## src/rtl/pipe_hazard_ctrl.sv

```systemverilog
// pipe_hazard_ctrl: stall/flush/trap sequencing for the 5-stage rv64IM pipeline registers.
// Optional perf counters are compiled in when PIPE_HAZARD_PERF_EN is defined.
module pipe_hazard_ctrl #(
    parameter int MDU_TIMEOUT = 64,
    parameter int TRAP_DRAIN  = 2
) (
    input  logic       clock,
    input  logic       reset,
    input  logic [4:0] id_rs1,
    input  logic [4:0] id_rs2,
    input  logic       id_use_rs1,
    input  logic       id_use_rs2,
    input  logic       id_branch_taken,
    input  logic       ex_load,
    input  logic       ex_wen,
    input  logic [4:0] ex_rd,
    input  logic       ex_mdu_start,
    input  logic       ex_mdu_done,
    input  logic       wb_exception,
    output logic       pc_stall,
    output logic       if_id_stall,
    output logic       if_id_flush,
    output logic       id_ex_stall,
    output logic       id_ex_flush,
    output logic       ex_mem_flush,
    output logic       trap_redirect,
    output logic       mdu_timeout
`ifdef PIPE_HAZARD_PERF_EN
    ,
    output logic [63:0] perf_stall_cycles,
    output logic [63:0] perf_flush_events,
    output logic [31:0] perf_trap_count
`endif
);
    localparam int MW = $clog2(MDU_TIMEOUT) + 1;
    localparam int TW = $clog2(TRAP_DRAIN) + 1;

    typedef enum logic [1:0] {RUN, MDU_BUSY, TRAP} state_t;

    state_t        state, state_nx;
    logic [MW-1:0] mdu_cnt, mdu_cnt_nx;
    logic [TW-1:0] trap_cnt, trap_cnt_nx;
    logic          to_q, to_nx;
    logic          load_use, mdu_last;

    assign load_use = ex_load & ex_wen & (ex_rd != 5'd0) &
                      ((id_use_rs1 & (id_rs1 == ex_rd)) | (id_use_rs2 & (id_rs2 == ex_rd)));
    assign mdu_last = mdu_cnt == MW'(MDU_TIMEOUT - 1);
    assign mdu_timeout = to_q & ~reset;

    // Next-state and stall/flush decode; trap beats load-use beats branch beats MDU stall.
    always_comb begin
        state_nx      = state;
        mdu_cnt_nx    = mdu_cnt;
        trap_cnt_nx   = trap_cnt;
        to_nx         = to_q;
        pc_stall      = 1'b0;
        if_id_stall   = 1'b0;
        if_id_flush   = 1'b0;
        id_ex_stall   = 1'b0;
        id_ex_flush   = 1'b0;
        ex_mem_flush  = 1'b0;
        trap_redirect = 1'b0;
        case (state)
            RUN: begin
                if (wb_exception) begin
                    {if_id_flush, id_ex_flush, ex_mem_flush} = 3'b111;
                    state_nx    = TRAP;
                    trap_cnt_nx = TW'(TRAP_DRAIN - 1);
                end else begin
                    if (load_use)
                        {pc_stall, if_id_stall, id_ex_flush} = 3'b111;
                    else if (id_branch_taken)
                        if_id_flush = 1'b1;
                    else if (ex_mdu_start & ~ex_mdu_done)
                        {pc_stall, if_id_stall, id_ex_stall, ex_mem_flush} = 4'b1111;
                    if (ex_mdu_start & ~ex_mdu_done) begin
                        state_nx   = MDU_BUSY;
                        mdu_cnt_nx = '0;
                    end
                end
            end
            MDU_BUSY: begin
                if (wb_exception) begin
                    {if_id_flush, id_ex_flush, ex_mem_flush} = 3'b111;
                    state_nx    = TRAP;
                    trap_cnt_nx = TW'(TRAP_DRAIN - 1);
                end else if (ex_mdu_done) begin
                    state_nx = RUN;
                end else if (mdu_last) begin
                    state_nx = RUN;
                    to_nx    = 1'b1;
                end else begin
                    {pc_stall, if_id_stall, id_ex_stall, ex_mem_flush} = 4'b1111;
                    mdu_cnt_nx = mdu_cnt + 1'b1;
                end
            end
            TRAP: begin
                {pc_stall, if_id_flush, id_ex_flush, ex_mem_flush} = 4'b1111;
                trap_redirect = trap_cnt == TW'(TRAP_DRAIN - 1);
                trap_cnt_nx   = trap_cnt - 1'b1;
                if (trap_cnt == '0) state_nx = RUN;
            end
            default: state_nx = RUN;
        endcase
        if (reset) begin
            {pc_stall, if_id_stall, if_id_flush, id_ex_stall} = 4'b0000;
            {id_ex_flush, ex_mem_flush, trap_redirect} = 3'b000;
        end
    end

    // State, counters and sticky timeout flag.
    always_ff @(posedge clock) begin
        if (reset) begin
            state    <= RUN;
            mdu_cnt  <= '0;
            trap_cnt <= '0;
            to_q     <= 1'b0;
        end else begin
            state    <= state_nx;
            mdu_cnt  <= mdu_cnt_nx;
            trap_cnt <= trap_cnt_nx;
            to_q     <= to_nx;
        end
    end

`ifdef PIPE_HAZARD_PERF_EN
    // Free-running event counters that wrap at full width.
    always_ff @(posedge clock) begin
        if (reset) begin
            perf_stall_cycles <= '0;
            perf_flush_events <= '0;
            perf_trap_count   <= '0;
        end else begin
            perf_stall_cycles <= perf_stall_cycles + 64'(pc_stall);
            perf_flush_events <= perf_flush_events + 64'(if_id_flush | id_ex_flush | ex_mem_flush);
            perf_trap_count   <= perf_trap_count + 32'(trap_redirect);
        end
    end
`endif
endmodule

```

## config.mk

```make
export PLATFORM = sky130hd
export DESIGN_NAME = pipe_hazard_ctrl
export DESIGN_NICKNAME = d
export VERILOG_FILES = /design/src/rtl/pipe_hazard_ctrl.sv
export SDC_FILE = /design/constraint.sdc
export NUM_CORES = 1
export LEC_CHECK = 0
export ABC_AREA = 1
export BUFFER_PORTS_ARGS = -buffer_cell sky130_fd_sc_hd__clkbuf_2
export CELL_PAD_IN_SITES_DETAIL_PLACEMENT = 0
export CELL_PAD_IN_SITES_GLOBAL_PLACEMENT = 2
export CORE_ASPECT_RATIO = 0.8
export CORE_MARGIN = 4
export CORE_UTILIZATION = 23
export CTS_CLUSTER_DIAMETER = 60
export DETAILED_ROUTE_END_ITERATION = 7
export PLACE_DENSITY_LB_ADDON = 0.25
export SYNTH_ARGS = -nofsm -noshare
export SYNTH_HDL_FRONTEND = slang
export SYNTH_SLANG_ARGS = --single-unit
```

## constraint.sdc

```tcl
create_clock -name clock -period 1.43 [get_ports clock]
set_input_delay 0.0715 -clock clock [delete_from_list [all_inputs] [get_ports clock]]
set_output_delay 0.0715 -clock clock [all_outputs]
set_load 0.02 [all_outputs]
```

==> results.py, run 1 <==
metrics = {
    "finish": {
        "n_antenna_cell": 0,
        "design_area_mm2": 0.00163,
        "layout-drive-gt1-share_pct": 45.9,
        "final_nets": 252,
        "area_delta_synth_final_pct": 56.1,
    },
    "placed_design": {
        "io_buffer_count": 32,
        "gp_congestion": 0.806,
        "dp_hpwl_um": 2260,
        "placed_area_mm2": 0.00134,
    },
    "detailed_routing": {
        "wl_per_cell_um": 10.2,
        "routed.top_layer": "met4",
        "wl_met1_um": 1350,
        "wl_met3_um": 117,
        "wl_met2_um": 1360,
        "drc": 0,
        "finalWirelength_um": 2860,
        "ant_nets": 0,
        "vias": 1155,
        "drt_iter0_markers": 48,
        "dr.pass1.iters": 4,
        "drt-vias-per-instance": 4.14,
    },
    "clock_tree": {
        "cts_hold_buf": 0,
        "clk-insertion-delay-late_ps": 240,
        "cts_max_level": 1,
        "cts_tree": "yes",
        "cts.sinks": 12,
        "clk_pin_slew_ps": 50,
        "cts_root_buf": "clkbuf_8",
        "cts_made_buffers": 3,
        "clock_path_buffers": 2,
    },
    "floorplan": {
        "die_area_mm2": 0.00567,
        "start_util_pct": 24.3,
        "core-area_mm2": 0.00428,
        "die_h_um": 68.2,
        "die_x_um": 83.2,
        "ios": 33,
        "rows": 21,
    },
    "sta": {
        "clock.fmax_mhz": 632,
        "clock_skew_ps": 2.96,
        "period_minus_slack_ps": 1580,
        "drv_slew": 0,
        "worst_slack_ps": -152,
        "rsz0062_at_grt": "true",
        "worst_pin_slew_ps": 318,
        "finalHoldViolations": 0,
        "finalCritPeriodShare_pct": 111,
        "setup_viol": 6,
        "slew_headroom_pct": 78.6,
        "finalHoldWorstSlack_ps": 134,
    },
    "yosys": {
        "netlist_area_mm2": 0.00104,
        "synthArstFlopShare_pct": 0,
        "synth_seq_area_share_pct": 23.1,
        "synth_nets": 197,
        "netlist_top_cells_area": "dfxtp_1 (23%), nand2_1 (17%), inv_1 (10%), a21oi_1 (5.8%), nor2_1 (5.8%)",
        "syn_area_per_cell_um2": 6.16,
        "synthFlopType": "dfxtp_1",
        "yosys.area.top_type_share_pct": 23.1,
        "synth_common_cells": "nand2_1 (46), inv_1 (29), nor2_1 (16)",
        "synth_seq_cells": 12,
        "yosysTopAreaCell": "dfxtp_1",
        "ys_warn_count": 0,
        "synth_cells": 169,
        "synth-edff-count": 0,
        "yosysMostFrequentCell": "nand2_1",
        "synth_cell_types": 28,
    },
    "power_and_ir_drop": {
        "p_sw_share_pct": 30.3,
        "leakagePower_uw": 0.000841,
        "ir_drop_v": 0.000448,
        "power.switching_uw": 281,
        "sequentialPowerShare_pct": 37.9,
        "intPower_uw": 648,
        "p_per_area_mw_per_mm2": 571,
        "clkPwrFrac_pct": 32.6,
        "p_comb_share_pct": 29.5,
    },
    "run": {
        "max_cap_viol_count": 0,
    },
    "global_routing": {
        "antenna_found_initial": 0,
        "grt_pass1_wl_um": 4640,
        "grt_pass1_vias": 1112,
        "grt-ovfl-total": 0,
        "grt_usage_pct": 10.0,
        "grt_max_degree": 8,
    },
    "setup_path": {
        "start_kind": "register",
        "arrival_ps": 1510,
        "worstSetupEndpointType": "output pin",
        "crit_required_ps": 1360,
        "path_max_fanout": 3,
        "path_class": "reg2out",
    },
    "status": {
        "status": "finished with violations",
        "violations": "setup timing",
    },
    "worst_hold_path": {
        "min_path_type": "in2reg",
    },
}
flip-flops by register name (all words and copies together), names as in the netlist:
register,cells
to_q,1
state,2
trap_cnt,2
mdu_cnt,7
worst max-delay path, stage by stage, from the launching register on:
cell,delay (ps)
dfxtp_4,350
ha_4,160
nand2_4,80
nor2_4,40
nand2_2,70
nand4_1,110
and2_4,160
a21oi_2,140
clkbuf_8,160
what timing repair did:
action | in CTS | in global routing
gates cloned | 0 | 0
resized for setup | 27 | 20
pin swaps | 7 | 6
buffers inserted | 5 | 5
endpoints found under the setup margin | 7 | 13
area by class of cell:
| class | count | area [µm²] |
|---|---|---|
| fill | 455 | 2660 |
| multi-input combinational | 119 | 746 |
| timing repair buffer | 51 | 350 |
| sequential | 12 | 251 |
| inverter | 37 | 165 |
| tap | 57 | 71.3 |
| clock buffer | 3 | 41.3 |
cell families (layout without fill, tap and decap cells):
group	count (synthesis)	in the layout	synth area share, %
xor gates and xnor gates	1	1	0.841
adders and majority gates	3	3	3.61
DFF	12	12	23.1
and+or+nand+nor	91	91	42.2
buffers and inverters	38	91	15.3
AOI/OAI and AO/OA	24	24	15.0
metal layers:
metal / vias to the layer above / track usage (%)
li1: 633 / -
met5: - / 0
met3: 2 / 3.01
met1: 497 / 11.8
met2: 23 / 17.8
met4: 0 / 3.06
final timing paths:
check	from	endpoint	slack (ps)	cells after the start
worst max-delay path	mdu_cnt[1]	pc_stall	-150	8
worst min-delay path	wb_exception	state[1]	130	3
worst min register to register	to_q	to_q	490	2
worst max register to register	mdu_cnt[1]	mdu_cnt[5]	-10	12
cells in the final DEF (no fill, tap or decap), types with 2 or more instances in the layout:
cell type	n
o21ai_0	3
nand2_4	4
o21ai_2	2
o21ai_1	2
nand3_2	2
inv_2	5
nand4_1	3
dfxtp_2	3
dfxtp_1	7
inv_1	29
a21oi_2	7
clkbuf_8	7
nor2_1	15
nor2_4	2
nand2_2	9
nor2_2	3
nand3_1	8
buf_4	18
buf_6	2
clkbuf_2	26
nand2_1	40
a21oi_1	6
dfxtp_4	2
ha_1	2
power by group through the flow:
stage                     combinational [µW]  clock [µW]  sequential (µW)
after floorplan                          147           0              361
after global placement                   240           0              359
after detailed placement                 240           0              360
after CTS                                261         316              354
after global routing                     306         335              353
final                                    274         302              352
metrics by stage:
step                      setup TNS, ps  total power [µW]  utilization (%)  instances  worst slack, ps
after floorplan                       0               508                -        169             69.0
after global placement                0               599             31.3        266             13.8
after detailed placement          -1.38               600             31.3        266            -1.38
after CTS                          -466               931             35.5        274             -150
after global routing              -1480               993             37.9        279             -251
final                              -525               929             37.9        279             -152
(Power assumes the default switching activity.)
==> run 2: changes to the inputs <==
- HOLD_SLACK_MARGIN: unset -> 0.05
- REMOVE_ABC_BUFFERS: unset -> 1
==> run 2 against run 1 <==
Effect of this change: the run still ends with setup timing left; cell area shrank 8.5%; via count down 4.6%; critical path depth stayed put; first-iteration DRC count fell by 42%; combinational power shrank 7.3%; utilization decreased by 3.2 points; clock-buffer cell count up 1.
==> results.py, run 2 (same netlist as run 1, synthesis figures left out) <==
metrics = {
    "power_and_ir_drop": {
        "p_total_uw": 988,
        "leakagePower_uw": 0.000776,
        "p_per_area_mw_per_mm2": 665,
        "ir_drop_v": 0.000264,
    },
    "clock_tree": {
        "cts.sinks": 12,
        "cts_tree": "yes",
        "cts_max_level": 1,
        "clock_path_buffers": 2,
        "cts_root_buf": "clkbuf_8",
        "cts_made_buffers": 3,
        "clk-insertion-delay-late_ps": 240,
        "cts_hold_buf": 0,
        "clk_pin_slew_ps": 60,
    },
    "finish": {
        "largest_reg_flops": 7,
        "layout-drive-gt1-share_pct": 38.3,
        "top_regs": "mdu_cnt x7, state x2, trap_cnt x2",
        "layout_common_cells": "nand2_1 (44), inv_1 (29), clkbuf_2 (26), nor2_1 (16), buf_4 (15)",
        "fin_cells": 271,
        "n_antenna_cell": 0,
        "final_nets": 243,
        "largest_register": "mdu_cnt",
        "n_fill_cell": 465,
        "area_delta_synth_final_pct": 42.8,
        "final_common_cell": "nand2_1",
    },
    "detailed_routing": {
        "drt_iter0_markers": 28,
        "wl_per_cell_um": 9.76,
        "drc": 0,
        "ant_nets": 0,
        "dr.pass1.iters": 4,
        "finalWirelength_um": 2650,
        "vias": 1102,
        "drt-vias-per-instance": 4.07,
    },
    "sta": {
        "setup_viol": 4,
        "worst_slack_ps": -115,
        "slew_headroom_pct": 76.8,
        "drv_slew": 0,
        "setup_tns_ps": -400,
        "finalCritPeriodShare_pct": 108,
        "period_minus_slack_ps": 1550,
        "clock_skew_ps": 2.15,
        "finalHoldViolations": 0,
        "clock.fmax_mhz": 647,
        "finalHoldWorstSlack_ps": 126,
        "rsz0062_at_grt": "true",
        "worst_pin_slew_ps": 344,
    },
    "floorplan": {
        "die_area_mm2": 0.00567,
        "die_h_um": 68.2,
        "start_util_pct": 24.3,
        "rows": 21,
        "ios": 33,
        "core-area_mm2": 0.00428,
        "die_x_um": 83.2,
    },
    "global_routing": {
        "grt_pass1_vias": 1152,
        "grt-ovfl-total": 0,
        "grt_usage_pct": 9.94,
        "grt_pass1_wl_um": 4670,
        "grt_max_degree": 10,
        "antenna_found_initial": 0,
    },
    "placed_design": {
        "gp_congestion": 0.833,
        "io_buffer_count": 32,
        "dp.cells": 264,
        "dp_hpwl_um": 2210,
    },
    "setup_path": {
        "cp_num_buf_inv": 2,
        "path_cells": "ha_4 > nand2_4 > nor2_4 > nand2_2 > nand4_1 > buf_4 > a21oi_2 > buf_4",
        "path_delay_family": "flip-flops",
        "crit_top_cell": "buf_4",
        "arrival_ps": 1470,
        "slowest_stage": "dfxtp_2",
        "r2r_slack_ps": 100,
        "start_kind": "register",
        "path_class": "reg2out",
        "path_max_fanout": 3,
        "max_stage_delay_ps": 330,
        "crit_required_ps": 1360,
        "worstSetupEndpointType": "output pin",
    },
    "worst_hold_path": {
        "min_path_type": "in2reg",
    },
    "run": {
        "max_cap_viol_count": 0,
    },
    "status": {
        "violations": "setup timing",
        "status": "finished with violations",
    },
}
==> run 2: cell type report <==
cell class                      instances  area, µm²  share of cell area (%)
Multi-Input combinational cell        119        697                    46.9
Timing Repair Buffer                   42        256                    17.3
Sequential cell                        12        249                    16.8
Inverter                               37        158                    10.6
Tap cell                               57       71.3                    4.80
Clock buffer                            4       55.1                    3.70
==> run 2: repair_timing <==
| item | CTS | global route |
|---|---|---|
| cloned | 0 | 0 |
| buffers inserted | 1 | 2 |
| endpoints found under the setup margin | 7 | 9 |
| gates resized for setup | 17 | 14 |
| pin swaps | 4 | 6 |
==> run 2: metal layers <==
metal / routed length (µm) / GRT usage (%)
met5: 0 / 0
met4: 75 / 4.49
met3: 129 / 2.05
met2: 1170 / 16.8
met1: 1270 / 12.4
==> run 2: path summary, 6_finish.rpt <==
check,from,end,cells past startpoint
setup reg to reg,mdu_cnt[1],mdu_cnt[5],11
setup / recovery,mdu_cnt[1],if_id_stall,8
hold / removal,wb_exception,state[1],3
hold reg to reg,mdu_cnt[4],mdu_cnt[4],2
==> run 2: report_power, final <==
group / switching, µW / internal (µW) / total (µW)
registers: 8.65 / 345 / 354
clock network: 137 / 244 / 381
logic: 147 / 107 / 254
==> run 2: worst min-delay path, stage by stage <==
cell	delay (ps)
clkbuf_2	110
nand2_1	80
a21oi_1	60
==> run 2: metrics by stage <==
stage	utilization (%)	worst slack (ps)	cell area [µm²]
6_report	34.7	-115	1490
5_1_grt	34.7	-188	1490
4_1_cts	33.5	-178	1430
3_5_place_dp	30.9	-0.870	1320
3_3_place_gp	30.9	34.4	1320
2_1_floorplan	-	-4.01	1040
